--- src/rtl/ride_dispatcher.sv ---
// ride_dispatcher
//   Ride-side controller paired with the waiting-queue counter. When the
//   operator enables it and at least BATCH people are waiting, it requests a
//   batch removal from the queue (drive_req/drive_ack handshake), then runs a
//   timed BOARD -> RIDE -> UNLOAD cycle and counts completed rides.
//
// Optional feature: define RIDE_ESTOP_EN to add the `estop` input
//   (synchronous, active-high emergency stop). Without the macro the port
//   does not exist.
//
// Ports:
//   CLOCK_50     in   system clock, rising edge
//   reset        in   asynchronous active-high reset
//   enable       in   operator permission to start new rides
//   queue_count  in   number of waiting people (unsigned)
//   drive_ack    in   queue confirms it subtracted BATCH
//   estop        in   emergency stop (only with RIDE_ESTOP_EN)
//   drive_req    out  request to subtract BATCH from the queue
//   phase        out  IDLE=0 REQUEST=1 BOARD=2 RIDE=3 UNLOAD=4
//   LEDG         out  one-hot phase LEDs [0]=REQ [1]=BOARD [2]=RIDE [3]=UNLOAD
//   HEX5         out  active-low 7-seg (a..g on [0:6]), remaining ticks
//   rides_done   out  completed-ride counter, saturating at 255
module ride_dispatcher #(
    parameter int BATCH        = 8,
    parameter int QCOUNT_W     = 5,
    parameter int TICK_DIV     = 24,
    parameter int BOARD_TICKS  = 2,
    parameter int RIDE_TICKS   = 5,
    parameter int UNLOAD_TICKS = 2
) (
    input  logic                CLOCK_50,
    input  logic                reset,
    input  logic                enable,
    input  logic [QCOUNT_W-1:0] queue_count,
    input  logic                drive_ack,
`ifdef RIDE_ESTOP_EN
    input  logic                estop,
`endif
    output logic                drive_req,
    output logic [2:0]          phase,
    output logic [3:0]          LEDG,
    output logic [0:6]          HEX5,
    output logic [7:0]          rides_done
);

    localparam logic [2:0] S_IDLE   = 3'd0;
    localparam logic [2:0] S_REQ    = 3'd1;
    localparam logic [2:0] S_BOARD  = 3'd2;
    localparam logic [2:0] S_RIDE   = 3'd3;
    localparam logic [2:0] S_UNLOAD = 3'd4;

    localparam logic [QCOUNT_W-1:0] BATCH_Q  = QCOUNT_W'(BATCH);
    localparam logic [3:0]          BOARD_N  = 4'(BOARD_TICKS);
    localparam logic [3:0]          RIDE_N   = 4'(RIDE_TICKS);
    localparam logic [3:0]          UNLOAD_N = 4'(UNLOAD_TICKS);
    localparam logic [0:6]          SEG_BLANK = 7'b111_1111;

    logic [2:0]          state_q, state_d;
    logic                drive_req_q, drive_req_d;
    logic [TICK_DIV-1:0] cnt_q, cnt_d;
    logic [3:0]          timer_q, timer_d;
    logic [7:0]          rides_q, rides_d;
    logic                abort_q, abort_d;
    logic                cnt_clr;
    logic                tick;
    logic                q_ok;
    logic                estop_w;

`ifdef RIDE_ESTOP_EN
    assign estop_w = estop;
`else
    assign estop_w = 1'b0;
`endif

    assign tick = &cnt_q;
    assign q_ok = (queue_count >= BATCH_Q);

    always_comb begin
        state_d = state_q;
        timer_d = timer_q;
        rides_d = rides_q;
        abort_d = abort_q;
        cnt_clr = 1'b0;
        case (state_q)
            S_IDLE: begin
                if (enable && q_ok && !estop_w)
                    state_d = S_REQ;
            end
            S_REQ: begin
                // Ack wins over any withdraw condition: once the queue has
                // subtracted the batch those riders must be served.
                if (drive_ack) begin
                    state_d = S_BOARD;
                    timer_d = BOARD_N;
                    cnt_clr = 1'b1;
                end else if (!enable || !q_ok || estop_w) begin
                    state_d = S_IDLE;
                end
            end
            S_BOARD, S_RIDE: begin
                if (estop_w) begin
                    state_d = S_UNLOAD;
                    timer_d = UNLOAD_N;
                    cnt_clr = 1'b1;
                    abort_d = 1'b1;
                end else if (tick) begin
                    if (timer_q == 4'd1) begin
                        state_d = (state_q == S_BOARD) ? S_RIDE : S_UNLOAD;
                        timer_d = (state_q == S_BOARD) ? RIDE_N : UNLOAD_N;
                        cnt_clr = 1'b1;
                    end else begin
                        timer_d = timer_q - 4'd1;
                    end
                end
            end
            S_UNLOAD: begin
                if (tick) begin
                    if (timer_q == 4'd1) begin
                        state_d = S_IDLE;
                        timer_d = 4'd0;
                        abort_d = 1'b0;
                        if (!abort_q && rides_q != 8'hFF)
                            rides_d = rides_q + 8'd1;
                    end else begin
                        timer_d = timer_q - 4'd1;
                    end
                end
            end
            default: begin
                state_d = S_IDLE;
                timer_d = 4'd0;
                abort_d = 1'b0;
            end
        endcase
        // Clearing on timed-phase entry makes each phase exactly N ticks long.
        cnt_d       = cnt_clr ? '0 : cnt_q + TICK_DIV'(1);
        drive_req_d = (state_d == S_REQ);
    end

    always_ff @(posedge CLOCK_50 or posedge reset) begin
        if (reset) begin
            state_q     <= S_IDLE;
            drive_req_q <= 1'b0;
            cnt_q       <= '0;
            timer_q     <= 4'd0;
            rides_q     <= 8'd0;
            abort_q     <= 1'b0;
        end else begin
            state_q     <= state_d;
            drive_req_q <= drive_req_d;
            cnt_q       <= cnt_d;
            timer_q     <= timer_d;
            rides_q     <= rides_d;
            abort_q     <= abort_d;
        end
    end

    assign phase      = state_q;
    assign drive_req  = drive_req_q;
    assign rides_done = rides_q;

    always_comb begin
        LEDG = 4'b0000;
        case (state_q)
            S_REQ:    LEDG = 4'b0001;
            S_BOARD:  LEDG = 4'b0010;
            S_RIDE:   LEDG = 4'b0100;
            S_UNLOAD: LEDG = 4'b1000;
            default:  LEDG = 4'b0000;
        endcase
    end

    // Digit table, active-low, literal bits left-to-right are segments a..g.
    always_comb begin
        HEX5 = SEG_BLANK;
        if (state_q == S_BOARD || state_q == S_RIDE || state_q == S_UNLOAD) begin
            case (timer_q)
                4'd0:    HEX5 = 7'b000_0001;
                4'd1:    HEX5 = 7'b100_1111;
                4'd2:    HEX5 = 7'b001_0010;
                4'd3:    HEX5 = 7'b000_0110;
                4'd4:    HEX5 = 7'b100_1100;
                4'd5:    HEX5 = 7'b010_0100;
                4'd6:    HEX5 = 7'b010_0000;
                4'd7:    HEX5 = 7'b000_1111;
                4'd8:    HEX5 = 7'b000_0000;
                4'd9:    HEX5 = 7'b000_0100;
                default: HEX5 = SEG_BLANK;
            endcase
        end
    end

endmodule

--- config.mk ---
export PLATFORM = sky130hd
export DESIGN_NAME = ride_dispatcher
export DESIGN_NICKNAME = d
export VERILOG_FILES = /design/src/rtl/ride_dispatcher.sv
export SDC_FILE = /design/constraint.sdc
export NUM_CORES = 1
export LEC_CHECK = 0
export ABC_AREA = 1
export BUFFER_PORTS_ARGS = -buffer_cell sky130_fd_sc_hd__buf_2
export CAP_MARGIN = 20
export CORE_MARGIN = 10
export CORE_UTILIZATION = 28
export CTS_CLUSTER_DIAMETER = 30
export CTS_CLUSTER_SIZE = 30
export DETAILED_ROUTE_END_ITERATION = 16
export HOLD_SLACK_MARGIN = 0.03
export MAX_ROUTING_LAYER = met4
export PLACE_DENSITY = 0.52
export SETUP_SLACK_MARGIN = 0.5
export SKIP_CTS_REPAIR_TIMING = 1
export SLEW_MARGIN = 20
export SYNTH_ARGS = -nofsm -noshare
export SYNTH_HDL_FRONTEND = slang
export SYNTH_SLANG_ARGS = --single-unit
--- constraint.sdc ---
create_clock -name CLOCK_50 -period 1.5 [get_ports CLOCK_50]
set_input_delay 0 -clock CLOCK_50 [delete_from_list [all_inputs] [get_ports CLOCK_50]]
set_output_delay 0 -clock CLOCK_50 [all_outputs]
set_load 0.01 [all_outputs]
==> results.py, run 1 <==
metrics = {
    "status": {
        "outcome": "finished, violations left",
        "violations": "setup timing",
    },
    "hold_path": {
        "hp-start": "drive_ack",
        "hold_path.class": "primary input to register",
        "hold_path_end": "phase[1]",
        "holdPathStages": 3,
    },
    "die": {
        "coreArea_sq_um": 9150,
        "die-area_sq_um": 13600,
        "io_pins": 32,
        "fp-row-count": 35,
        "die_w_microns": 117,
        "fp.dieH_microns": 117,
        "initial_utilization": 0.286,
    },
    "yosys": {
        "synth_flop_cell": "dfrtp_1",
        "synth_top_area_share": 0.382,
        "ys_seq_elements": 40,
        "netlist_area_sq_um": 2620,
        "synth_common_cells": "120 x nand2_1, 42 x nor2_1, 40 x dfrtp_1",
        "yosys_warnings": 0,
        "synth_fp_nets": 372,
        "yosysSeqAreaShare": 0.382,
        "synth_cell_types": 28,
        "synth_top_area_cell": "dfrtp_1",
        "avgSynthCellArea_sq_um": 7.36,
        "yosysMostFrequentCell": "nand2_1",
        "synth_edf_count": 0,
        "async_reset_ff_frac": 1.00,
        "synth_area_leaders": "dfrtp_1 38%, nand2_1 17%, nor2_1 6.0%, nand3_1 5.7%, inv_1 5.0%",
        "netlist_instances": 356,
    },
    "detailed_routing": {
        "ant_nets": 0,
        "drt_iter0_markers": 91,
        "wirelength_mm": 6.63,
        "via_per_inst": 4.46,
        "drc": 0,
        "vias": 2481,
        "drt_pass1_iterations": 4,
        "detail_route.wl_per_cell_microns": 11.9,
    },
    "worst_setup_path": {
        "path_common_cell": "nand2_4",
        "path_delay_family": "simple AND/OR/NAND/NOR gates",
        "rrSetupSlack_ns": -0.02,
        "reg2reg_to": "cnt_q[6]",
        "crit_chain": "ha_2 -> nand2_2 -> nor2_4 -> nand2_4 -> nor2_8 -> nand4_4 -> nand2_4 -> clkbuf_16 -> nor2_2",
        "cp_data_required_time_ns": 1.68,
        "path_class": "register to register",
        "cp.buffers_inverters": 1,
        "cpMaxStageDelayCell": "dfrtp_1",
        "end_kind": "register",
        "rr_worst_depth": 9,
        "startpoint_type": "register",
        "worst-endpoint-arrival_ns": 1.71,
        "cpPeakStageDelay_ns": 0.36,
        "path_depth": 9,
        "crit_path_max_fanout": 5,
        "r2r_start": "cnt_q[0]",
    },
    "power": {
        "p_sw_mw": 0.405,
        "cellPowerDensity_nw_per_um2": 499,
        "clkPwrFrac": 0.405,
        "combPwrFrac": 0.018,
        "p_sw_frac": 0.217,
        "static-leakage-power_nw": 1.87,
        "ir_worst_vdd_uv": 307,
        "pwr-share-seq": 0.577,
        "p_int_mw": 1.46,
    },
    "cts": {
        "cts_buffers": 5,
        "clkLatencyLatePin_ns": 0.29,
        "path_clk_slew_ns": 0.08,
        "ctsHtreeMaxLevel": 2,
        "cts_tree": "built",
        "clockBufferDepth": 2,
        "cts.sinks": 40,
        "cts-root-buf": "clkbuf_8",
    },
    "global_route": {
        "first_global_vias": 2441,
        "grt_use_total": 0.101,
        "grt_overflow": 0,
        "grt_max_degree": 41,
        "grt_antenna_before_repair": 0,
        "grt_first_pass_wirelength_mm": 11.1,
    },
    "sta": {
        "fmax_mhz": 656,
        "rsz0062_at_grt": "yes",
        "finalSetupViolCount": 15,
        "final.min_clock_period_ns": 1.52,
        "tightestPinTransition_ns": 0.531,
        "clock_skew_ns": 0.00176,
        "fin_hold_ws_ns": 0.0211,
        "finalCritPeriodShare": 1.02,
        "hold_viol": 0,
        "slew_violations": 0,
        "slew_headroom": 0.646,
        "finalWorstSetupSlack_ns": -0.0245,
    },
    "place": {
        "gp_congestion": 0.803,
        "io_buffers": 28,
        "dp.final_hpwl_mm": 4.87,
    },
    "layout": {
        "n_fill_cell": 957,
        "final_nets": 460,
        "drive_above_1_share": 0.404,
        "antenna_cells": 0,
        "register_area_sq_um": 1000,
        "multi_input_area_sq_um": 1650,
        "fin_util": 0.409,
        "syn_to_final_growth_pct": 42.8,
    },
    "job": {
        "drv_cap": 0,
    },
}
how the worst max path moves through the flow:
stage,from,slack [ns],endpoint
2_1_floorplan,cnt_q[0],-0.04,cnt_q[5]
3_3_place_gp,cnt_q[1],-0.02,cnt_q[15]
3_5_place_dp,cnt_q[0],-0.06,phase[2]
4_1_cts,phase[0],-0.15,HEX5[0]
5_1_grt,cnt_q[0],-0.13,phase[2]
6_report,cnt_q[0],-0.02,cnt_q[6]
placed cells by master (no fill, tap or decap), types with 2 or more instances in the layout:
| cell type | netlist | final |
|---|---|---|
| nand2_1 | 120 | 107 |
| buf_4 | 0 | 39 |
| dfrtp_1 | 40 | 37 |
| nor2_1 | 42 | 29 |
| inv_1 | 35 | 27 |
| nand3_1 | 30 | 26 |
| nor2_2 | 17 | 22 |
| buf_6 | 1 | 22 |
| nand2_2 | 8 | 20 |
| buf_2 | 0 | 19 |
| nor2_4 | 5 | 13 |
| inv_2 | 2 | 7 |
| xnor2_1 | 7 | 7 |
| xor2_1 | 7 | 7 |
| nand4_1 | 6 | 6 |
| clkbuf_8 | 0 | 6 |
| nand2_4 | 3 | 4 |
| o21ai_0 | 9 | 4 |
| ha_4 | 0 | 4 |
| o21ai_2 | 0 | 3 |
| nand3_2 | 0 | 3 |
| dfrtp_2 | 0 | 3 |
| inv_4 | 0 | 2 |
| o21ai_1 | 0 | 2 |
| or2_2 | 2 | 2 |
| o211ai_1 | 2 | 2 |
| o21bai_1 | 2 | 2 |
| nand3b_1 | 2 | 2 |
| ha_2 | 0 | 2 |
| clkbuf_1 | 0 | 2 |
| buf_12 | 2 | 2 |
power by group through the flow:
stage                     registers (mW)  clock network, mW  logic [mW]
after floorplan                     1.10                  0      0.0172
after global placement              1.10                  0      0.0335
after detailed placement            1.10                  0      0.0339
after CTS                           1.08              0.789      0.0340
after global routing                1.08              0.827      0.0402
final                               1.08              0.756      0.0339
tightest hold or removal path: stages:
cell and delay (ns):
buf_2 0.09, nand2_1 0.11, nand2_1 0.09
sequential cells by signal, summed over array words and instances, names as in the netlist:
name	count
cnt_q	24
drive_req	1
phase	3
rides_done	8
timer_q	4
cells by family after synthesis:
logic type,share of synthesized area
xor gates and xnor gates,0.0468
and+or+nand+nor,0.431
AOI/OAI and AO/OA,0.0334
adders and majority gates,0.0334
DFF,0.382
buffers and inverters,0.0726
layout make-up:
class	count	share of cell area
inverter	37	0.0395
clock buffer	8	0.0241
multi-input combinational	276	0.441
timing repair buffer	84	0.190
tap	111	0.0371
sequential	40	0.269
per-stage QoR:
| step | power (mW) | setup TNS, ns | cell area (sq um) | worst slack (ns) | std cells |
|---|---|---|---|---|---|
| 2_1_floorplan | 1.12 | -0.705 | 2720 | -0.0414 | 356 |
| 3_3_place_gp | 1.13 | -0.142 | 3250 | -0.0154 | 529 |
| 3_5_place_dp | 1.13 | -1.15 | 3250 | -0.0611 | 529 |
| 4_1_cts | 1.90 | -2.44 | 3340 | -0.151 | 537 |
| 5_1_grt | 1.94 | -4.30 | 3740 | -0.131 | 556 |
| 6_report | 1.87 | -0.147 | 3740 | -0.0245 | 556 |
routing by layer:
layer / up-vias / track usage / routed length [microns]
li1: 1283 / - / -
met1: 1150 / 0.126 / 3020
met2: 43 / 0.164 / 3280
met3: 5 / 0.0216 / 286
met4: 0 / 0.0222 / 40
met5: - / - / 0
Note: power is estimated with default switching activity, not from simulation.
==> run 2: changes to the inputs <==
Settings changed: HOLD_SLACK_MARGIN 0.03 to 0.1.
==> run 2 against run 1 <==
  * The flow still finishes with violations (setup timing)
  * Sequential power is essentially flat
  * Wire length is essentially flat
  * Largest cell class unchanged
  * Maximum frequency is essentially flat
  * Via count is essentially flat
  * Highest routed layer unchanged
  * Combinational power grew 12%
  * Utilization grew 0.22 points
  * Cell count grew 0.36%
  * Clock skew is essentially flat
  * Register-to-register slack is essentially flat
  * Hold slack gained 0.059 ns
  * Sequential share of layout area shrank 0.14 points
==> results.py, run 2 (same netlist as run 1, synthesis figures left out) <==
metrics = {
    "die": {
        "coreArea_sq_um": 9150,
        "die_w_microns": 117,
        "initial_utilization": 0.286,
        "fp-row-count": 35,
        "io_pins": 32,
        "die-area_sq_um": 13600,
        "fp.dieH_microns": 117,
    },
    "sta": {
        "final.min_clock_period_ns": 1.52,
        "tightestPinTransition_ns": 0.531,
        "fin_hold_ws_ns": 0.0798,
        "fmax_mhz": 656,
        "slew_headroom": 0.646,
        "slew_violations": 0,
        "finalSetupViolCount": 15,
        "finalCritPeriodShare": 1.02,
        "finalWorstSetupSlack_ns": -0.0245,
        "rsz0062_at_grt": "yes",
        "hold_viol": 0,
        "clock_skew_ns": 0.00172,
    },
    "cts": {
        "cts.sinks": 40,
        "clockBufferDepth": 2,
        "clkLatencyLatePin_ns": 0.29,
        "cts_tree": "built",
        "ctsHtreeMaxLevel": 2,
        "cts_buffers": 5,
        "path_clk_slew_ns": 0.08,
        "cts-root-buf": "clkbuf_8",
    },
    "detailed_routing": {
        "drc": 0,
        "vias": 2480,
        "ant_nets": 0,
        "drt_iter0_markers": 87,
        "drt_pass1_iterations": 4,
        "wirelength_mm": 6.63,
        "detail_route.wl_per_cell_microns": 11.9,
        "via_per_inst": 4.44,
    },
    "layout": {
        "layout.cells.most_common": "nand2_1",
        "largest_reg_flops": 24,
        "top_register": "cnt_q",
        "syn_to_final_growth_pct": 43.6,
        "register_area_sq_um": 1000,
        "drive_above_1_share": 0.403,
        "design_area_sq_um": 3760,
        "antenna_cells": 0,
        "final_nets": 462,
        "multi_input_area_sq_um": 1650,
        "layout_common_cells": "107 x nand2_1, 39 x buf_4, 37 x dfrtp_1, 29 x nor2_1, 27 x inv_1",
        "n_fill_cell": 954,
    },
    "worst_setup_path": {
        "path_delay_family": "simple AND/OR/NAND/NOR gates",
        "cp_data_required_time_ns": 1.68,
        "cpMaxStageDelayCell": "dfrtp_1",
        "cpPeakStageDelay_ns": 0.36,
        "end_kind": "register",
        "cp.buffers_inverters": 1,
        "path_class": "register to register",
        "path_common_cell": "nand2_4",
        "startpoint_type": "register",
        "worst-endpoint-arrival_ns": 1.71,
        "crit_chain": "ha_2 -> nand2_2 -> nor2_4 -> nand2_4 -> nor2_8 -> nand4_4 -> nand2_4 -> clkbuf_16 -> nor2_2",
        "crit_path_max_fanout": 5,
    },
    "power": {
        "p_int_mw": 1.46,
        "p_sw_mw": 0.406,
        "cellPowerDensity_nw_per_um2": 498,
        "pwr-share-seq": 0.576,
        "ir_worst_vdd_uv": 307,
        "clkPwrFrac": 0.404,
        "combPwrFrac": 0.020,
        "p_sw_frac": 0.217,
        "static-leakage-power_nw": 1.88,
    },
    "global_route": {
        "first_global_vias": 2441,
        "grt_use_total": 0.101,
        "grt_antenna_before_repair": 0,
        "grt_max_degree": 41,
        "grt_first_pass_wirelength_mm": 11.1,
        "grt_overflow": 0,
    },
    "place": {
        "dp.final_hpwl_mm": 4.87,
        "gp_congestion": 0.803,
        "io_buffers": 28,
        "dpl-instance-area_sq_um": 3250,
    },
    "status": {
        "violations": "setup timing",
        "outcome": "finished, violations left",
    },
    "hold_path": {
        "hold_path.class": "primary input to register",
    },
    "job": {
        "drv_cap": 0,
    },
}
run 2: cell types whose count changed in the layout (fill, tap and decap cells not counted):
cell,delta
dlygate4sd3_1,+2
run 2: metrics by stage:
stage          setup TNS (ns)  utilization  setup WS, ns  power, mW  std cells
5_1_grt                 -4.30        0.411        -0.131       1.95        558
3_5_place_dp            -1.15        0.355       -0.0611       1.13        529
3_3_place_gp           -0.142        0.355       -0.0154       1.13        529
2_1_floorplan          -0.705            -       -0.0414       1.12        356
6_report               -0.148        0.411       -0.0245       1.87        558
4_1_cts                 -2.44        0.364        -0.151       1.90        537
run 2: final cells by class:
cell class,instances,area share
clock buffers,8,0.0240
inverters,37,0.0393
multi-input cells,276,0.438
flip-flops and latches,40,0.267
well taps,111,0.0369
repair buffers,86,0.194
run 2: layer usage:
metal	global-route usage	share of wire
met5	-	0
met1	0.126	0.46
met3	0.0216	0.043
met4	0.0222	0.0060
met2	0.164	0.49
run 2: tightest hold or removal path, stage by stage:
cell	delay (ns)
buf_2	0.07
o21ai_0	0.10
nor2_2	0.14
run 2: power groups by stage:
| stage | sequential, mW | combinational (mW) | clock (mW) |
|---|---|---|---|
| after floorplan | 1.10 | 0.0172 | 0 |
| after CTS | 1.08 | 0.0340 | 0.789 |
| after detailed placement | 1.10 | 0.0339 | 0 |
| after global routing | 1.08 | 0.0445 | 0.827 |
| final | 1.08 | 0.0378 | 0.756 |
| after global placement | 1.10 | 0.0335 | 0 |
run 2: final timing paths:
| check | depth (start not counted) | slack, ns | startpoint | end |
|---|---|---|---|---|
| max in group asynchronous | 4 | 0.73 | reset | phase[0] |
| max reg2reg | 9 | -0.02 | cnt_q[0] | cnt_q[6] |
| min in group asynchronous | 4 | 0.38 | reset | rides_done[3] |
| min reg2reg | 2 | 0.55 | cnt_q[0] | cnt_q[0] |
| min | 3 | 0.08 | queue_count[4] | drive_req |
| max | 9 | -0.02 | cnt_q[0] | cnt_q[6] |
